===== src/rtl/press_decoder_pkg.sv =====
// Shared types and defaults for the push-button press decoder.
package press_decoder_pkg;

    localparam int N_DEF          = 13;
    localparam int LONG_TICKS_DEF = 50;
    localparam int GAP_TICKS_DEF  = 25;

    typedef enum logic [2:0] {
        ST_IDLE   = 3'd0,
        ST_PRESS1 = 3'd1,
        ST_GAP    = 3'd2,
        ST_PRESS2 = 3'd3,
        ST_LONG   = 3'd4
    } state_e;

    // Tick counter increment that sticks at 255 instead of wrapping.
    function automatic logic [7:0] sat_inc(input logic [7:0] v);
        return (v == 8'hFF) ? v : v + 8'd1;
    endfunction

endpackage


===== src/rtl/tick_gen.sv =====
// Free-running N-bit prescaler; tick is high while the count is all-ones.
module tick_gen
    import press_decoder_pkg::*;
#(
    parameter int N = N_DEF
) (
    input  logic clk,
    input  logic reset,
    output logic tick
);

    logic [N-1:0] pre_q;
    logic [N-1:0] pre_d;

    always_comb begin
        pre_d = pre_q + N'(1);
    end

    assign tick = &pre_q;

    always_ff @(posedge clk or posedge reset) begin
        if (reset) begin
            pre_q <= '0;
        end else begin
            pre_q <= pre_d;
        end
    end

endmodule


===== src/rtl/press_decoder.sv =====
// Classifies a debounced button into press, short, long and double-click
// pulses using a tick-based hold/gap timer.
module press_decoder
    import press_decoder_pkg::*;
#(
    parameter int N          = N_DEF,
    parameter int LONG_TICKS = LONG_TICKS_DEF,
    parameter int GAP_TICKS  = GAP_TICKS_DEF
) (
    input  logic clk,
    input  logic reset,
    input  logic db,
    output logic press_tick,
    output logic short_press,
    output logic long_press,
    output logic double_click,
    output logic held
);

    localparam logic [7:0] LONG_TH = LONG_TICKS[7:0];
    localparam logic [7:0] GAP_TH  = GAP_TICKS[7:0];

    state_e     state_q, state_d;
    logic [7:0] cnt_q, cnt_d;
    logic       db_q, db_d;
    logic       held_q, held_d;
    logic       pt_q, pt_d;
    logic       sp_q, sp_d;
    logic       lp_q, lp_d;
    logic       dc_q, dc_d;
    logic       m_tick;
    logic       rise;
    logic       fall;

    tick_gen #(.N(N)) u_tick (
        .clk   (clk),
        .reset (reset),
        .tick  (m_tick)
    );

    assign rise = db & ~db_q;
    assign fall = ~db & db_q;

    // Edges are tested before the timer threshold so they win a tie.
    always_comb begin
        state_d = state_q;
        cnt_d   = m_tick ? sat_inc(cnt_q) : cnt_q;
        db_d    = db;
        held_d  = db;
        pt_d    = 1'b0;
        sp_d    = 1'b0;
        lp_d    = 1'b0;
        dc_d    = 1'b0;
        unique case (state_q)
            ST_IDLE: begin
                if (rise) begin
                    state_d = ST_PRESS1;
                    pt_d    = 1'b1;
                end
            end
            ST_PRESS1: begin
                if (fall) begin
                    state_d = ST_GAP;
                end else if (cnt_q >= LONG_TH) begin
                    state_d = ST_LONG;
                    lp_d    = 1'b1;
                end
            end
            ST_GAP: begin
                if (rise) begin
                    state_d = ST_PRESS2;
                    pt_d    = 1'b1;
                end else if (cnt_q >= GAP_TH) begin
                    state_d = ST_IDLE;
                    sp_d    = 1'b1;
                end
            end
            ST_PRESS2: begin
                if (fall) begin
                    state_d = ST_IDLE;
                    dc_d    = 1'b1;
                end else if (cnt_q >= LONG_TH) begin
                    state_d = ST_LONG;
                    sp_d    = 1'b1;
                    lp_d    = 1'b1;
                end
            end
            ST_LONG: begin
                if (fall) begin
                    state_d = ST_IDLE;
                end
            end
            default: begin
                state_d = ST_IDLE;
            end
        endcase
        if (state_d != state_q) begin
            cnt_d = 8'd0;
        end
    end

    // db_q resets high so a button held through reset is not seen as a press.
    always_ff @(posedge clk or posedge reset) begin
        if (reset) begin
            state_q <= ST_IDLE;
            cnt_q   <= 8'd0;
            db_q    <= 1'b1;
            held_q  <= 1'b0;
            pt_q    <= 1'b0;
            sp_q    <= 1'b0;
            lp_q    <= 1'b0;
            dc_q    <= 1'b0;
        end else begin
            state_q <= state_d;
            cnt_q   <= cnt_d;
            db_q    <= db_d;
            held_q  <= held_d;
            pt_q    <= pt_d;
            sp_q    <= sp_d;
            lp_q    <= lp_d;
            dc_q    <= dc_d;
        end
    end

    assign press_tick   = pt_q;
    assign short_press  = sp_q;
    assign long_press   = lp_q;
    assign double_click = dc_q;
    assign held         = held_q;

endmodule


===== config.mk =====
export PLATFORM = sky130hd
export DESIGN_NAME = press_decoder
export DESIGN_NICKNAME = d
export VERILOG_FILES = /design/src/rtl/press_decoder_pkg.sv /design/src/rtl/tick_gen.sv /design/src/rtl/press_decoder.sv
export SDC_FILE = /design/constraint.sdc
export NUM_CORES = 1
export LEC_CHECK = 0
export CORE_MARGIN = 4
export CORE_UTILIZATION = 52
export CTS_BUF_LIST = sky130_fd_sc_hd__clkbuf_16
export DETAILED_ROUTE_END_ITERATION = 10
export PLACE_DENSITY_LB_ADDON = 0.08
export SKIP_LAST_GASP = 1
export SYNTH_ARGS = -nofsm -noshare
export SYNTH_HDL_FRONTEND = slang
export SYNTH_SLANG_ARGS = --single-unit

===== constraint.sdc =====
create_clock -name clk -period 1.9 [get_ports clk]
set_input_delay 0.19 -clock clk [delete_from_list [all_inputs] [get_ports clk]]
set_output_delay 0.19 -clock clk [all_outputs]
set_load 0.01 [all_outputs]

Yosys cells after proc, flatten, opt, wreduce, memory -nomap -nowiden:

Index checks and enable logic that the tools add are counted.

* add/sub/neg operators: 2
* equal/unequal tests: 7
* reduce and logical (&&, ||, !) cells: 6
* divide/modulo/power cells: 0
* multiplexer cells: 21
* bitwise gates (word level): 4
* shift-type cells: 0
* multiply operators: 0
* magnitude comparators: 2

Operators by type and width (number)
* $mux 8: 3
* $mux 3: 7
* $pmux 3 s5: 1
* $add 13x1->13 const B: 1
* $reduce_and 13->1: 1
* $mux 1: 9
* $add 8x1->8 const B: 1
* $eq 8x8->1 const B: 1
* $ge 8x5->1 const B: 1
* $ge 8x6->1 const B: 1
* $eq 3x2->1 const B: 2
* $reduce_or 2->1: 2
* $eq 3x1->1 const B: 1
* $eq 3x3->1 const B: 1
* $logic_not 3->1: 1
* $ne 3x3->1: 1
* $and 1x1->1: 2
* $ne 2x1->1 const B: 1
* $not 1->1: 2
* $pmux 1 s2: 1
* $reduce_and 2->1: 1
* $reduce_bool 2->1: 1

* input bits: 3
* bits in registers: 30
* memory bits (writable): 0
* output and inout port bits: 5
* bits in read-only memories: 0
* memories: 0
* logic and storage cells: 51
* latch bits: 0

Longest topological paths before layout:

* depth in word-level cells: 7
* depth in mapped cells: 7
* gate-level depth less buffers: 7

By module:

Synthesis repeated with hierarchy kept, for this count alone.

* cell total of the unflattened synthesis: 145
* area total of the unflattened synthesis: 1519.0 sq um

By module, submodules not included
* press_decoder: sequential area each 426.7 sq um, cells each 98, instances 1, area each 952.2 sq um
* tick_gen: sequential area each 325.3 sq um, cells each 47, instances 1, area each 566.8 sq um

Worst setup path before layout:

Ideal clock, no wire load.

* kind: register to register
* from: register cnt_q[0]
* to: register cnt_q[2]
* path slack: -0.129 ns
* setup time: 0.096 ns
* data required time: 1.804 ns
* path buffers: 0
* cell stages (with the launch flop): 8
* arrival: 1.934 ns
* cells stage by stage: dfrtp_1 -> inv_1 -> ha_1 -> or4_1 -> a311o_1 -> a21oi_2 -> o211ai_4 -> a311oi_2

* longest elaborated chain between the ends: 7
* elaborated cells between the ends (all ways): 17

Ends and longest elaborated chain
* start, declared: RTL line press_decoder.sv:24 `logic [7:0] cnt_q, cnt_d;`
* start signal, assigned: RTL line press_decoder.sv:115 `cnt_q <= cnt_d;`
* $ge 8x6->1 / $ge 8x5->1 (equally long branches): RTL line press_decoder.sv:64, press_decoder.sv:82, press_decoder.sv:73
* $mux 3 (on tied branches): RTL line press_decoder.sv:64, press_decoder.sv:82, press_decoder.sv:73
* $mux 3 (on tied branches): RTL line press_decoder.sv:79, press_decoder.sv:62, press_decoder.sv:70
* $pmux 3 s5: RTL line press_decoder.sv:54 `unique case (state_q)`
* $ne 3x3->1: RTL line press_decoder.sv:97 `if (state_d != state_q) begin`
* $ne 2x1->1 (no source line) / $reduce_bool 2->1 (equally long branches)
* $reduce_and 2->1 (no source line)

Parallel ways exist; a longest one is shown, timed or not. The select of a mux whose other input is x is not followed.
A chain may end at the register's enable or synchronous reset.

Final worst setup path:

* from: register cnt_q[1]
* to: register cnt_q[2]

The elaborated chain is that of the path after synthesis.

==> flow_metrics.env <==
export IMPL_required_ps=2080
export IMPL_cts_root_buffer="clkbuf_16"
export IMPL_die_h_um=60.7
export IMPL_cts_made_buffers=5
export IMPL_synth_top_area_share_pct=50.3
export IMPL_status="complete, but fails checks"
export IMPL_nets=176
export IMPL_rsz0062_at_grt="true"
export IMPL_crit_path_cell_trace="ha_2, or4_1, a311o_1, a21oi_2, o211ai_4, a311oi_2"
export IMPL_initial_core_util_pct=56.1
export IMPL_hp_class="in2async"
export IMPL_startpoint_type="flop"
export IMPL_dieArea_um2=3680
export IMPL_wirelength_mm=2.60
export IMPL_slew_headroom_pct=66.9
export IMPL_vias_per_cell=5.52
export IMPL_synth_avg_cell_area_um2=10.4
export IMPL_clockBufferDepth=2
export IMPL_grt_overflow=0
export IMPL_crit_buf_inv=0
export IMPL_pre_cts_slack_ps=-53.8
export IMPL_detailedRoute_firstPassIterationCount=6
export IMPL_drcViolationCount=0
export IMPL_finalCritPeriodShare_pct=103
export IMPL_fin_crit_ps=1960
export IMPL_hold_violations=0
export IMPL_routedWlPerCell_um=13.1
export IMPL_synth_warnings=0
export IMPL_clock_sinks=30
export IMPL_n_antenna_cell=0
export IMPL_hold_buffers=0
export IMPL_worst_setup_path_type="reg2reg"
export IMPL_crit_slowest_cell="dfrtp_2"
export IMPL_die_width_um=60.7
export IMPL_core_um2=2570
export IMPL_synth_seq_cells=30
export IMPL_row_count=18
export IMPL_grt_pass1_vias=1086
export IMPL_p_leak_nw=0.866
export IMPL_synthTopCellsByArea="dfrtp_1 (50%), xnor2_1 (4.9%), nor2_1 (4.4%), ha_1 (4.3%), xor2_1 (3.6%)"
export IMPL_gp_congestion=0.875
export IMPL_p_per_area_nw_per_um2=1010
export IMPL_setup_viol=3
export IMPL_max_stage_delay_ps=430
export IMPL_clk_pin_slew_ps=50
export IMPL_io_pins=8
export IMPL_cp_max_fo=8
export IMPL_crit_path_end_kind="flop"
export IMPL_grtUsageTotal_pct=17.1
export IMPL_antenna_found_initial=0
export IMPL_ys_seq_area_share_pct=52.2
export IMPL_crit_family="compound AO/OA/AOI/OAI gates"
export IMPL_cap_viol_max_count=0
export IMPL_syn_nets=147
export IMPL_ir_drop_mv=0.751
export IMPL_areaGrowthSynthToFinish_pct=31.4
export IMPL_syn_area_um2=1440
export IMPL_portBuffers=7
export IMPL_synth_distinct_cells=33
export IMPL_postRouteAntennaNets=0
export IMPL_tritoncts="done"
export IMPL_yosys_area_top_type="dfrtp_1"
export IMPL_fmax_ghz=0.511
export IMPL_grt_pass1_wl_mm=4.65
export IMPL_slew_violations=0
export IMPL_power_total_mw=1.91
export IMPL_syn_inst=139
export IMPL_arrival_ps=2130
export IMPL_finClkSkew_ps=4.58
export IMPL_grt_max_degree=20
export IMPL_drive_above_1_share_pct=23.1
export IMPL_dp_hpwl_mm=1.85
export IMPL_setup_ws_ps=-56.5
export IMPL_tightest_slew_ps=496
export IMPL_violations="negative setup slack"
export IMPL_cts_htree_levels=2
export IMPL_clock_latency_ps=270
export IMPL_tns_ps=-119
export IMPL_dr_total_vias=1098
export IMPL_drt_iter0_markers=42
## registers in the layout, indices dropped and copies added, names as in the netlist
register / cells
cnt_q: 8
db_q: 1
double_click: 1
held: 1
long_press: 1
press_tick: 1
short_press: 1
state_q: 3
u_tick.pre_q: 13
## kinds of logic (layout without fill, tap and decap cells)
logic type,count (synthesis),count (layout),synth area share [%]
xor gates and xnor gates,14,14,8.51
DFF,30,30,52.2
muxes,1,1,0.694
buffers and inverters,8,38,2.08
and+or+nand+nor,61,61,21.4
adders and majority gates,5,5,4.34
AOI/OAI and AO/OA,20,20,10.9
## worst reg2reg max path, stage by stage, from the launching register on
cell and delay, ps:
dfrtp_2 430, ha_2 170, or4_1 410, a311o_1 320, a21oi_2 190, o211ai_4 140, a311oi_2 200
## per-layer routing
layer	GRT usage, %	share of wire [%]	vias up	routed length [um]
met4	7.74	1.1	0	29
met1	21.7	47	525	1210
li1	-	-	544	-
met3	4.04	3.8	4	99
met5	0	0	-	0
met2	27.8	48	25	1260
## placed cells by master (no fill, tap or decap), types with 2 or more instances in the layout
cell / instances
dfrtp_1: 28
nor2_1: 16
buf_4: 16
nand2_1: 12
nand3_1: 9
xnor2_1: 8
a21oi_1: 7
clkdlybuf4s50_1: 7
xor2_1: 6
and3_1: 5
inv_1: 5
clkbuf_16: 5
nor3_1: 4
nand4_1: 3
ha_1: 3
or4_1: 2
nand2b_1: 2
nor2b_1: 2
o21ai_0: 2
a211oi_2: 2
ha_2: 2
bufinv_16: 2
## cell type report
cell class	instances	area (um^2)
Tap cell	30	37.5
Fill cell	172	673
Inverter	6	22.5
Timing Repair Buffer	24	210
Multi-Input combinational cell	101	682
Sequential cell	30	753
Clock inverter	3	63.8
Clock buffer	5	125
## path summary, 6_finish.rpt
| check | startpoint | end | slack (ps) | depth (start not counted) |
|---|---|---|---|---|
| setup / recovery | cnt_q[1]$_DFFE_PP0P_ | cnt_q[2]$_DFFE_PP0P_ | -60 | 6 |
| hold / removal | reset | u_tick.pre_q[2]$_DFF_PP0_ | 250 | 2 |
| setup reg to reg | cnt_q[1]$_DFFE_PP0P_ | cnt_q[2]$_DFFE_PP0P_ | -60 | 6 |
| hold reg to reg | u_tick.pre_q[12]$_DFF_PP0_ | u_tick.pre_q[12]$_DFF_PP0_ | 470 | 1 |
| max in group asynchronous | reset | db_q$_DFF_PP1_ | 1100 | 3 |
| min in group clk | db | db_q$_DFF_PP1_ | 430 | 1 |
## report_power, final
group / leakage (nW) / switching (mW) / internal [mW] / total (mW)
clock network: 0.0915 / 0.266 / 0.745 / 1.01
logic: 0.382 / 0.111 / 0.0854 / 0.196
registers: 0.392 / 0.0328 / 0.668 / 0.701
## through the flow
| step | area [um^2] | cells | util, % | hold slack (ps) |
|---|---|---|---|---|
| 6_report | 1890 | 199 | 73.8 | 249 |
| 5_1_grt | 1890 | 199 | 73.8 | 304 |
| 4_1_cts | 1870 | 198 | 73.0 | 272 |
| 3_5_place_dp | 1680 | 190 | 65.3 | 466 |
| 3_3_place_gp | 1680 | 190 | 65.3 | 462 |
| 2_1_floorplan | 1440 | 139 | - | 194 |
## cells in the mapped netlist
library cell,count
a2111oi_0,1
a211oi_1,3
a21oi_1,7
a21oi_2,1
a22oi_1,1
a311o_1,1
a311oi_2,1
a41o_1,1
and2_1,1
and3_1,5
clkbuf_1,2
dfrtp_1,29
dfstp_2,1
ha_1,5
inv_1,6
mux2i_1,1
nand2_1,12
nand2b_1,2
nand3_1,9
nand4_1,3
nor2_1,17
nor2b_1,2
nor3_1,4
nor3b_1,1
nor4_2,1
o211ai_4,1
o21ai_0,2
o31ai_1,1
or2_2,1
or4_1,2
or4_4,1
xnor2_1,8
xor2_1,6
## what timing repair did
action,in CTS,in global routing
setup buffers,0,1
resized for setup,2,4
pin swaps,0,5
endpoints found under the setup margin,4,10
No activity file was read; power rests on OpenSTA's default activity.
